--- config.mk ---
export PLATFORM = sky130hd
export DESIGN_NAME = param_cpu_core
export DESIGN_NICKNAME = d
export VERILOG_FILES = /design/src/rtl/param_cpu_core.sv
export SDC_FILE = /design/constraint.sdc
export NUM_CORES = 1
export LEC_CHECK = 0
export ABC_CLOCK_PERIOD_IN_PS = 6000
export CORE_UTILIZATION = 50
export DETAILED_ROUTE_END_ITERATION = 10
export PLACE_DENSITY_LB_ADDON = 0.12
export SYNTH_ARGS = -nofsm -noshare
export SYNTH_HDL_FRONTEND = slang
export SYNTH_SLANG_ARGS = --single-unit
--- constraint.sdc ---
create_clock -name clk -period 6 [get_ports clk]
set_input_delay 0.9 -clock clk [delete_from_list [all_inputs] [get_ports clk]]
set_output_delay 0.9 -clock clk [all_outputs]
set_load 0.005 [all_outputs]
--- src/rtl/param_cpu_core.sv ---
// rtl/param_cpu_core.sv - multicycle four-register CPU core with a req/ack memory port
// Define PARAM_CPU_CORE_LDI_EN to enable the LDI opcode (otherwise opcode 9 is illegal).
module param_cpu_core #(
  parameter int DW = 8,
  parameter int AW = 8
) (
  input  logic          clk,
  input  logic          reset,
  output logic          mem_req,
  output logic          mem_we,
  output logic [AW-1:0] mem_addr,
  output logic [DW-1:0] mem_wdata,
  input  logic [DW-1:0] mem_rdata,
  input  logic          mem_ack,
  output logic          halted,
  output logic          error,
  output logic [AW-1:0] dbg_pc
);
  typedef enum logic [2:0] {S_FETCH, S_DECODE, S_OPND, S_DATA, S_HALT} state_t;

  localparam logic [3:0] OP_NOP  = 4'h0;
  localparam logic [3:0] OP_ADD  = 4'h1;
  localparam logic [3:0] OP_SUB  = 4'h2;
  localparam logic [3:0] OP_AND  = 4'h3;
  localparam logic [3:0] OP_NOT  = 4'h4;
  localparam logic [3:0] OP_RD   = 4'h5;
  localparam logic [3:0] OP_WR   = 4'h6;
  localparam logic [3:0] OP_BR   = 4'h7;
  localparam logic [3:0] OP_BRZ  = 4'h8;
`ifdef PARAM_CPU_CORE_LDI_EN
  localparam logic [3:0] OP_LDI  = 4'h9;
`endif
  localparam logic [3:0] OP_HALT = 4'hF;

  state_t        state_q, state_d;
  logic [AW-1:0] pc_q, pc_d, ar_q, ar_d, addr_q, addr_d;
  logic [7:0]    ir_q, ir_d;
  logic [DW-1:0] regs_q [4];
  logic [DW-1:0] regs_d [4];
  logic [DW-1:0] wdata_q, wdata_d, alu_res, rs_val, rd_val;
  logic          flag_q, flag_d, error_q, error_d, req_q, req_d, we_q, we_d;
  logic [3:0]    op;
  logic [1:0]    src, dst;
  logic          xfer, op_legal, is_alu, needs_opnd;

  assign op     = ir_q[7:4];
  assign src    = ir_q[3:2];
  assign dst    = ir_q[1:0];
  assign rs_val = regs_q[src];
  assign rd_val = regs_q[dst];
  // An ack only counts while a request is actually outstanding.
  assign xfer   = req_q & mem_ack;
  assign is_alu = (op >= OP_ADD) && (op <= OP_NOT);

  always_comb begin
    case (op)
      OP_NOP, OP_ADD, OP_SUB, OP_AND, OP_NOT, OP_RD, OP_WR, OP_BR, OP_BRZ, OP_HALT: op_legal = 1'b1;
`ifdef PARAM_CPU_CORE_LDI_EN
      OP_LDI: op_legal = 1'b1;
`endif
      default: op_legal = 1'b0;
    endcase
  end

  always_comb begin
    needs_opnd = (op == OP_RD) || (op == OP_WR) || (op == OP_BR) || ((op == OP_BRZ) && flag_q);
`ifdef PARAM_CPU_CORE_LDI_EN
    if (op == OP_LDI) needs_opnd = 1'b1;
`endif
  end

  always_comb begin
    case (op)
      OP_ADD:  alu_res = rd_val + rs_val;
      OP_SUB:  alu_res = rd_val - rs_val;
      OP_AND:  alu_res = rd_val & rs_val;
      OP_NOT:  alu_res = ~rs_val;
      default: alu_res = '0;
    endcase
  end

  always_ff @(posedge clk) begin
    if (reset) state_q <= S_FETCH;
    else       state_q <= state_d;
  end

  always_comb begin
    state_d = state_q;
    case (state_q)
      S_FETCH:  if (xfer) state_d = S_DECODE;
      S_DECODE: begin
        if (!op_legal || (op == OP_HALT)) state_d = S_HALT;
        else if (needs_opnd)              state_d = S_OPND;
        else                              state_d = S_FETCH;
      end
      S_OPND:   if (xfer) state_d = ((op == OP_RD) || (op == OP_WR)) ? S_DATA : S_FETCH;
      S_DATA:   if (xfer) state_d = S_FETCH;
      default:  state_d = S_HALT;
    endcase
  end

  // FETCH spends one cycle raising its request; operand and data requests are
  // launched on the edge that enters OPND/DATA so they complete in one cycle.
  always_comb begin
    pc_d    = pc_q;
    ar_d    = ar_q;
    ir_d    = ir_q;
    regs_d  = regs_q;
    flag_d  = flag_q;
    error_d = error_q;
    req_d   = req_q;
    we_d    = we_q;
    addr_d  = addr_q;
    wdata_d = wdata_q;
    case (state_q)
      S_FETCH: begin
        if (!req_q) begin
          req_d  = 1'b1;
          we_d   = 1'b0;
          addr_d = pc_q;
        end else if (mem_ack) begin
          ir_d  = mem_rdata[7:0];
          pc_d  = pc_q + AW'(1);
          req_d = 1'b0;
        end
      end
      S_DECODE: begin
        if (is_alu) begin
          regs_d[dst] = alu_res;
          flag_d      = (alu_res == '0);
        end
        if (!op_legal) error_d = 1'b1;
        if (needs_opnd) begin
          req_d  = 1'b1;
          we_d   = 1'b0;
          addr_d = pc_q;
        end else if (op == OP_BRZ) begin
          pc_d = pc_q + AW'(1);
        end
      end
      S_OPND: begin
        if (xfer) begin
          pc_d  = pc_q + AW'(1);
          req_d = 1'b0;
          case (op)
            OP_RD, OP_WR: begin
              ar_d    = AW'(mem_rdata);
              req_d   = 1'b1;
              we_d    = (op == OP_WR);
              addr_d  = AW'(mem_rdata);
              wdata_d = (op == OP_WR) ? rs_val : wdata_q;
            end
            OP_BR, OP_BRZ: pc_d = AW'(mem_rdata);
`ifdef PARAM_CPU_CORE_LDI_EN
            OP_LDI: regs_d[dst] = mem_rdata;
`endif
            default: ;
          endcase
        end
      end
      S_DATA: begin
        if (xfer) begin
          req_d = 1'b0;
          we_d  = 1'b0;
          if (op == OP_RD) regs_d[dst] = mem_rdata;
        end
      end
      default: ;
    endcase
  end

  always_ff @(posedge clk) begin
    if (reset) begin
      pc_q    <= '0;
      ar_q    <= '0;
      ir_q    <= '0;
      flag_q  <= 1'b0;
      error_q <= 1'b0;
      req_q   <= 1'b0;
      we_q    <= 1'b0;
      addr_q  <= '0;
      wdata_q <= '0;
      for (int i = 0; i < 4; i++) regs_q[i] <= '0;
    end else begin
      pc_q    <= pc_d;
      ar_q    <= ar_d;
      ir_q    <= ir_d;
      flag_q  <= flag_d;
      error_q <= error_d;
      req_q   <= req_d;
      we_q    <= we_d;
      addr_q  <= addr_d;
      wdata_q <= wdata_d;
      for (int i = 0; i < 4; i++) regs_q[i] <= regs_d[i];
    end
  end

  assign mem_req   = req_q;
  assign mem_we    = we_q;
  assign mem_addr  = addr_q;
  assign mem_wdata = wdata_q;
  assign halted    = (state_q == S_HALT);
  assign error     = error_q;
  assign dbg_pc    = pc_q;
endmodule

==> results of run 1 <==
-- worst max-delay path by stage --
| stage | end | slack [ns] | cells past startpoint |
|---|---|---|---|
| after global routing | regs_q[14]$_SDFFE_PP0P_ | 1.73 | 14 |
| after floorplan | regs_q[15]$_SDFFE_PP0P_ | 2.92 | 14 |
| after global placement | regs_q[31]$_SDFFE_PP0P_ | 2.32 | 13 |
| final | regs_q[14]$_SDFFE_PP0P_ | 2.18 | 14 |
| after CTS | regs_q[30]$_SDFFE_PP0P_ | 2.11 | 14 |
| after detailed placement | regs_q[30]$_SDFFE_PP0P_ | 2.18 | 14 |
-- state kept, by name (all words and copies together) (netlist names) --
name and flops:
regs_q 32, dbg_pc 8, ir_q 8, mem_addr 8
mem_wdata 8, state_q 3, error 1, flag_q 1
mem_req 1, mem_we 1, op_legal 1
-- kinds of logic (layout without fill, tap and decap cells) --
group	after synthesis	in the layout	synth area share (%)
AO/OA/AOI/OAI	106	106	15.8
adder cells (fa/ha/maj)	11	11	3.40
buffers and inverters	38	62	3.90
AND/OR/NAND/NOR	178	178	21.2
flip-flops	72	72	33.8
multiplexers	62	62	19.3
XOR/XNOR	12	12	2.64
-- layer usage --
| layer | vias to the layer above | global-route usage (%) | share of wire, % |
|---|---|---|---|
| li1 | 1784 | - | - |
| met3 | 13 | 3.70 | 4.0 |
| met5 | - | 0 | 0 |
| met2 | 79 | 36.2 | 45 |
| met1 | 1716 | 35.1 | 50 |
| met4 | 0 | 8.72 | 1.4 |
-- stage by stage --
| stage | utilization (%) | hold WS, ns | cell area (um^2) |
|---|---|---|---|
| final | 59.0 | 0.471 | 4870 |
| after global routing | 59.0 | 0.498 | 4870 |
| after CTS | 59.0 | 0.470 | 4870 |
| after detailed placement | 56.3 | 0.459 | 4650 |
| after global placement | 56.3 | 0.452 | 4650 |
| after floorplan | - | 0.439 | 4270 |
-- cells in the final DEF (no fill, tap or decap), drive strengths merged, types with 2 or more instances in the layout --
master / netlist / final
nor2: 85 / 85
dfxtp: 72 / 72
mux2i: 42 / 42
a21oi: 40 / 40
clkdlybuf4s50: 0 / 37
nand2: 27 / 27
o21ai: 20 / 20
mux4: 16 / 16
a211oi: 15 / 15
nand3: 11 / 11
ha: 10 / 10
nor3b: 10 / 10
inv: 7 / 10
clkbuf: 18 / 9
nor2b: 8 / 8
xor2: 6 / 6
a31oi: 6 / 6
xnor2: 6 / 6
and3: 5 / 5
o31ai: 5 / 5
nor3: 4 / 4
o211ai: 4 / 4
a21o: 4 / 4
mux2: 4 / 4
nor4b: 4 / 4
and2: 3 / 3
nand2b: 3 / 3
nand3b: 3 / 3
o221ai: 3 / 3
or4b: 3 / 3
nor4: 3 / 3
a21boi: 2 / 2
nor4bb: 2 / 2
or2: 2 / 2
a221oi: 2 / 2
bufinv: 0 / 2
clkinvlp: 0 / 2
buf: 13 / 2
-- final cells by class --
| type | count | area share [%] |
|---|---|---|
| clock buffers | 9 | 2.54 |
| clock inverters | 7 | 2.08 |
| inverters | 7 | 0.539 |
| well taps | 105 | 2.70 |
| flip-flops and latches | 72 | 29.6 |
| multi-input cells | 369 | 54.7 |
| repair buffers | 39 | 7.85 |
-- power by group through the flow --
stage / logic (mW) / clock network, mW / registers [mW]
2_1_floorplan: 0.0744 / 0 / 0.506
3_3_place_gp: 0.0999 / 0 / 0.517
3_5_place_dp: 0.100 / 0 / 0.518
4_1_cts: 0.101 / 0.456 / 0.506
5_1_grt: 0.111 / 0.475 / 0.509
6_report: 0.101 / 0.445 / 0.506
-- critical path, cell delays in order (launching register included) --
cell and delay [ns]:
dfxtp_1 0.68, mux4_2 0.67, inv_1 0.12, ha_1 0.17, inv_1 0.06, o31ai_1 0.29
xor2_1 0.19, ha_1 0.29, o21ai_0 0.10, a21oi_1 0.06, o21ai_1 0.16, a21boi_0 0.13
nor3_1 0.47, o211ai_1 0.18, a21oi_1 0.18
==> metrics.md, run 1 <==
| Metric | Value |
|---|---|
| Largest area contributor in the netlist | dfxtp_1 |
| Routed Antenna Nets | 0 |
| CP arrival | 4.10 ns |
| Final GP Congestion | 0.873 |
| Worst-skew pair later-pin latency | 0.36 ns |
| Nets | 520 |
| Die span in y | 94.4 um |
| Most common cell in the synthesized netlist | nor2_1 |
| Core area | 0.00826 mm^2 |
| Iteration-0 DRC Markers | 134 |
| Syn avg cell area | 8.92 um^2 |
| Clock-pin slew on the worst setup and hold paths | 0.08 ns |
| Initial DRT Pass Iterations | 5 |
| Seq/Total Area, Yosys | 33.8% |
| DRC | 0 |
| Seq cells post-synth | 72 |
| Pleak | 1.69 nW |
| Placed Cells | 592 |
| Crit. Startpoint | ir_q[2]$_SDFFE_PP0P_ |
| Initial Utilization | 51.7% |
| DP HPWL | 7170 um |
| I/O Buffers | 38 |
| Setup ws final | 2.18 ns |
| Tot Pwr | 1.05 mW |
| Ys Warns | 0 |
| Crit Path Max Fanout | 9 |
| Chip width | 94.4 um |
| Cell area power density | 216 mW/mm^2 |
| Max-cap violations | 0 |
| Reg2reg setup slack | 2.18 ns |
| Hold path startpoint | regs_q[2]$_SDFFE_PP0P_ |
| Layout cells sized above 1 | 10.5% |
| Final Setup Violations | 0 |
| Hold endpoint | regs_q[2]$_SDFFE_PP0P_ |
| Final Hold Vio Count | 0 |
| CTS Buf Count | 9 |
| CTS tree | done |
| Routed len/inst | 16.6 um |
| Slew Viols, Final | 0 |
| Sw power | 0.278 mW |
| Multi-input gate area | 0.00267 mm^2 |
| Post-synth EDFFs | 0 |
| Antenna Cells | 0 |
| Synth cell types | 61 |
| Max Fclk | 0.262 GHz |
| Status | finished clean |
| Post-Syn Instances | 479 |
| H-tree Lvls | 3 |
| Post-Layout Cell Count | 608 |
| Slew @ Worst Pin | 1.32 ns |
| Die footprint | 0.00891 mm^2 |
| CTS root buf | clkbuf_8 |
| Critical path type | flop to flop |
| Tcrit/Tclk final | 63.7% |
| Fillers | 746 |
| WHS Path Cells | 2 |
| Detailed Route WL | 10100 um |
| Row Count | 33 |
| CTS sink cnt | 72 |
| Hold-fix buffers, CTS | 0 |
| Top FF cell, synth | dfxtp_1 |
| I/O pins | 39 |
| Seq pwr share | 48.1% |
| Syn-to-layout area delta | 14.2% |
| Hold Path Class | flop to flop |
| Setup Total Neg Slack | 0 ns |
| Layout Skew | 0.00847 ns |
| Async S/R FF share, synth | 0% |
| Cell-internal power | 0.774 mW |
| RSZ-0062 raised after global routing | false |
| Vias in the first global route | 3264 |
| Gate power share | 9.6% |
| Reg2reg path depth | 14 |
| Crit path time final | 3.82 ns |
| Clk pwr share | 42.3% |
| Top post-synthesis cells by area | dfxtp_1 (34%), mux2i_1 (9.8%), mux4_2 (8.4%) |
| Switching Fraction | 26.4% |
| Critical R2R Capture | regs_q[14]$_SDFFE_PP0P_ |
| Postcts setup bufs | 0 |
| GRT Total Usage | 24.2% |
| Reg2reg start | ir_q[2]$_SDFFE_PP0P_ |
| Post-CTS sizing | 0 |
| First-pass GRT wire length | 16500 um |
| Register Area | 0.00144 mm^2 |
| Net Count, Synth | 501 |
| Max-slew headroom | 10.9% |
| Bufs on Longest Clock Path | 2 |
| Initial antenna violation count | 0 |
| Vias | 3592 |
| Via density | 5.91 |
| Yosys top cell area share | 33.8% |
| Setup crit end kind | flop |
| Grt ovf | 0 |
| Place WS | 2.18 ns |
| Max IR drop VDD | 0.117 mV |
| CP startpoint kind | flop |
| Post-Syn Area | 0.00427 mm^2 |
| Largest net degree at the start of global routing | 73 |
| Worst Path Required | 6.28 ns |
| Most frequent cells after synthesis | nor2_1 (83), dfxtp_1 (72), mux2i_1 (42), a21oi_1 (39), nand2_1 (27) |
No activity file was read; power rests on OpenSTA's default activity.
==> run 2: changes to the inputs <==
--- a/config.mk
+++ b/config.mk
@@ -5,7 +5,7 @@
 export SDC_FILE = /design/constraint.sdc
 export NUM_CORES = 1
 export LEC_CHECK = 0
-export ABC_CLOCK_PERIOD_IN_PS = 6000
+export ABC_CLOCK_PERIOD_IN_PS = 3700
 export CORE_UTILIZATION = 50
 export DETAILED_ROUTE_END_ITERATION = 10
 export PLACE_DENSITY_LB_ADDON = 0.12
==> constraint.sdc (replaced) <==
create_clock -name clk -period 3.7 [get_ports clk]
set_input_delay 0.555 -clock clk [delete_from_list [all_inputs] [get_ports clk]]
set_output_delay 0.555 -clock clk [all_outputs]
set_load 0.005 [all_outputs]
==> run 2 against run 1 <==
First-iteration DRC count rose by 57%. Core utilization rose by 1.2 points. Combinational power rose by 79%. Clock skew rose by 0.0093 ns. Non-clock buffer count rose by 13. Count of clock-buffer cells in the layout rose by 1. Setup slack got worse by 1.9 ns. Final area rose by 2.0%. Worst hold slack improved by 0.0011 ns. Global-route usage rose by 0.57 points. Critical endpoint is now regs_q[7]$_SDFFE_PP0P_.
==> metrics.md, run 2 (synthesis gave the netlist of run 1 again) <==
| Metric | Value |
|---|---|
| Core area | 0.00826 mm^2 |
| Iteration-0 DRC Markers | 211 |
| Clock-pin slew on the worst setup and hold paths | 0.09 ns |
| Vias | 3716 |
| Hold Path Class | flop to flop |
| Nets | 533 |
| Via density | 5.98 |
| Reg2reg path depth | 13 |
| Hold path startpoint | regs_q[1]$_SDFFE_PP0P_ |
| Setup crit end kind | flop |
| Routed len/inst | 17.0 um |
| H-tree Lvls | 3 |
| Grt ovf | 0 |
| CTS tree | done |
| Max Fclk | 0.291 GHz |
| Max-cap violations | 0 |
| First-pass GRT wire length | 16900 um |
| Critical path type | flop to flop |
| DRC | 0 |
| Final Hold Vio Count | 0 |
| DP HPWL | 7720 um |
| Syn-to-layout area delta | 16.5% |
| Final GP Congestion | 0.859 |
| CP peak stage delay | 0.62 ns |
| Slew Viols, Final | 0 |
| Crit path time final | 3.43 ns |
| Max-slew headroom | 46.6% |
| Initial antenna violation count | 0 |
| Slew @ Worst Pin | 0.801 ns |
| Reg2reg start | ir_q[2]$_SDFFE_PP0P_ |
| Layout cells sized above 1 | 13.2% |
| I/O Buffers | 38 |
| Setup ws final | 0.266 ns |
| Most common cell after layout, fill and taps aside | nor2_1 |
| Fillers | 765 |
| Initial Utilization | 51.7% |
| Status | finished clean |
| Crit Path Max Fanout | 5 |
| Worst-skew pair later-pin latency | 0.35 ns |
| Chip width | 94.4 um |
| I/O pins | 39 |
| Hold endpoint | regs_q[1]$_SDFFE_PP0P_ |
| Die footprint | 0.00891 mm^2 |
| Tcrit/Tclk final | 92.8% |
| Detailed Route WL | 10600 um |
| Final hold slack | 0.473 ns |
| Layout Skew | 0.0178 ns |
| Biggest register | regs_q |
| Worst Path Required | 3.96 ns |
| Reg2reg setup slack | 0.27 ns |
| Post-Layout Cell Count | 621 |
| WHS Path Cells | 2 |
| Initial DRT Pass Iterations | 6 |
| Max IR drop VDD | 0.220 mV |
| Row Count | 33 |
| Final cell utilization of the core | 60.2% |
| CP startpoint kind | flop |
| Largest net degree at the start of global routing | 43 |
| Cell area power density | 341 mW/mm^2 |
| Pleak | 1.77 nW |
| Largest register FFs | 32 |
| Bufs on Longest Clock Path | 2 |
| Setup Total Neg Slack | 0 ns |
| Postcts setup bufs | 0 |
| Post-CTS sizing | 0 |
| Most frequent cells in the layout | nor2_1 (83), dfxtp_1 (71), mux2i_1 (42) |
| Slowest stage cell, crit path | mux4_2 |
| CP cell instances | mux4_2, inv_1, ha_1, inv_1, o31ai_1, xor2_1, ha_1, a21oi_1, a21oi_1, a211oi_2, xnor2_1, a21oi_2, a211oi_1 |
| CTS sink cnt | 72 |
| Hold-fix buffers, CTS | 0 |
| CP arrival | 3.69 ns |
| Placed Cells | 605 |
| Place WS | 0.198 ns |
| CTS root buf | clkbuf_8 |
| Die span in y | 94.4 um |
| GRT Total Usage | 24.8% |
| Antenna Cells | 0 |
| Final Setup Violations | 0 |
| Vias in the first global route | 3308 |
| Routed Antenna Nets | 0 |
| CTS Buf Count | 9 |
| RSZ-0062 raised after global routing | false |
| Critical R2R Capture | regs_q[7]$_SDFFE_PP0P_ |
[run 2: cell types whose count changed in the layout (fill, tap and decap cells not counted)]
cell / before / now
clkinvlp_4: 2 / 1
buf_4: 1 / 14
a21boi_1: 0 / 1
inv_6: 3 / 0
nor3b_2: 1 / 2
dfxtp_2: 0 / 1
nor3b_1: 9 / 8
clkinv_2: 0 / 3
clkbuf_8: 9 / 10
dfxtp_1: 72 / 71
a21boi_0: 2 / 1
[run 2: layout make-up]
class	count	area (um^2)	share of cell area, %
Clock buffer	10	138	2.77
Clock inverter	6	82.6	1.66
Inverter	7	26.3	0.528
Multi-Input combinational cell	369	2670	53.7
Sequential cell	72	1440	29.0
Tap cell	105	131	2.64
Timing Repair Buffer	52	480	9.66
[run 2: stage by stage]
| stage | cell area, um^2 | total power, mW |
|---|---|---|
| after floorplan | 4270 | 0.942 |
| after global placement | 4750 | 1.01 |
| after detailed placement | 4750 | 1.01 |
| after CTS | 4970 | 1.70 |
| after global routing | 4970 | 1.75 |
| final | 4970 | 1.69 |
[run 2: power by group]
group / switching, mW / internal [mW] / total [mW]
Clock: 0.307 / 0.395 / 0.701
Sequential: 0.0193 / 0.792 / 0.811
Combinational: 0.0985 / 0.0829 / 0.181
[run 2: critical path, delay by kind of cell, from the launching register on]
family / cells / cell delay [ns]
XOR/XNOR: 2 / 0.38
AO/OA/AOI/OAI: 6 / 1.26
multiplexers: 1 / 0.62
adder cells (fa/ha/maj): 2 / 0.47
flip-flops: 1 / 0.42
buffers and inverters: 2 / 0.19
[run 2: per-layer routing]
metal / vias up / GRT usage, % / share of wire, % / wire, um
li1: 1805 / - / - / -
met1: 1802 / 35.0 / 47 / 4980
met2: 92 / 38.9 / 47 / 4930
met3: 17 / 3.14 / 4.4 / 460
met4: 0 / 8.33 / 1.9 / 199
met5: - / 0 / 0 / 0
[run 2: worst max path at each step]
stage	startpoint	end	slack, ns	depth (start not counted)
final	ir_q[2]$_SDFFE_PP0P_	regs_q[7]$_SDFFE_PP0P_	0.27	13
after global routing	ir_q[2]$_SDFFE_PP0P_	regs_q[7]$_SDFFE_PP0P_	0.005	13
after CTS	ir_q[2]$_SDFFE_PP0P_	regs_q[6]$_SDFFE_PP0P_	0.15	15
after detailed placement	ir_q[2]$_SDFFE_PP0P_	regs_q[6]$_SDFFE_PP0P_	0.20	15
after global placement	ir_q[2]$_SDFFE_PP0P_	regs_q[14]$_SDFFE_PP0P_	0.27	14
after floorplan	ir_q[2]$_SDFFE_PP0P_	regs_q[23]$_SDFFE_PP0P_	0.62	14
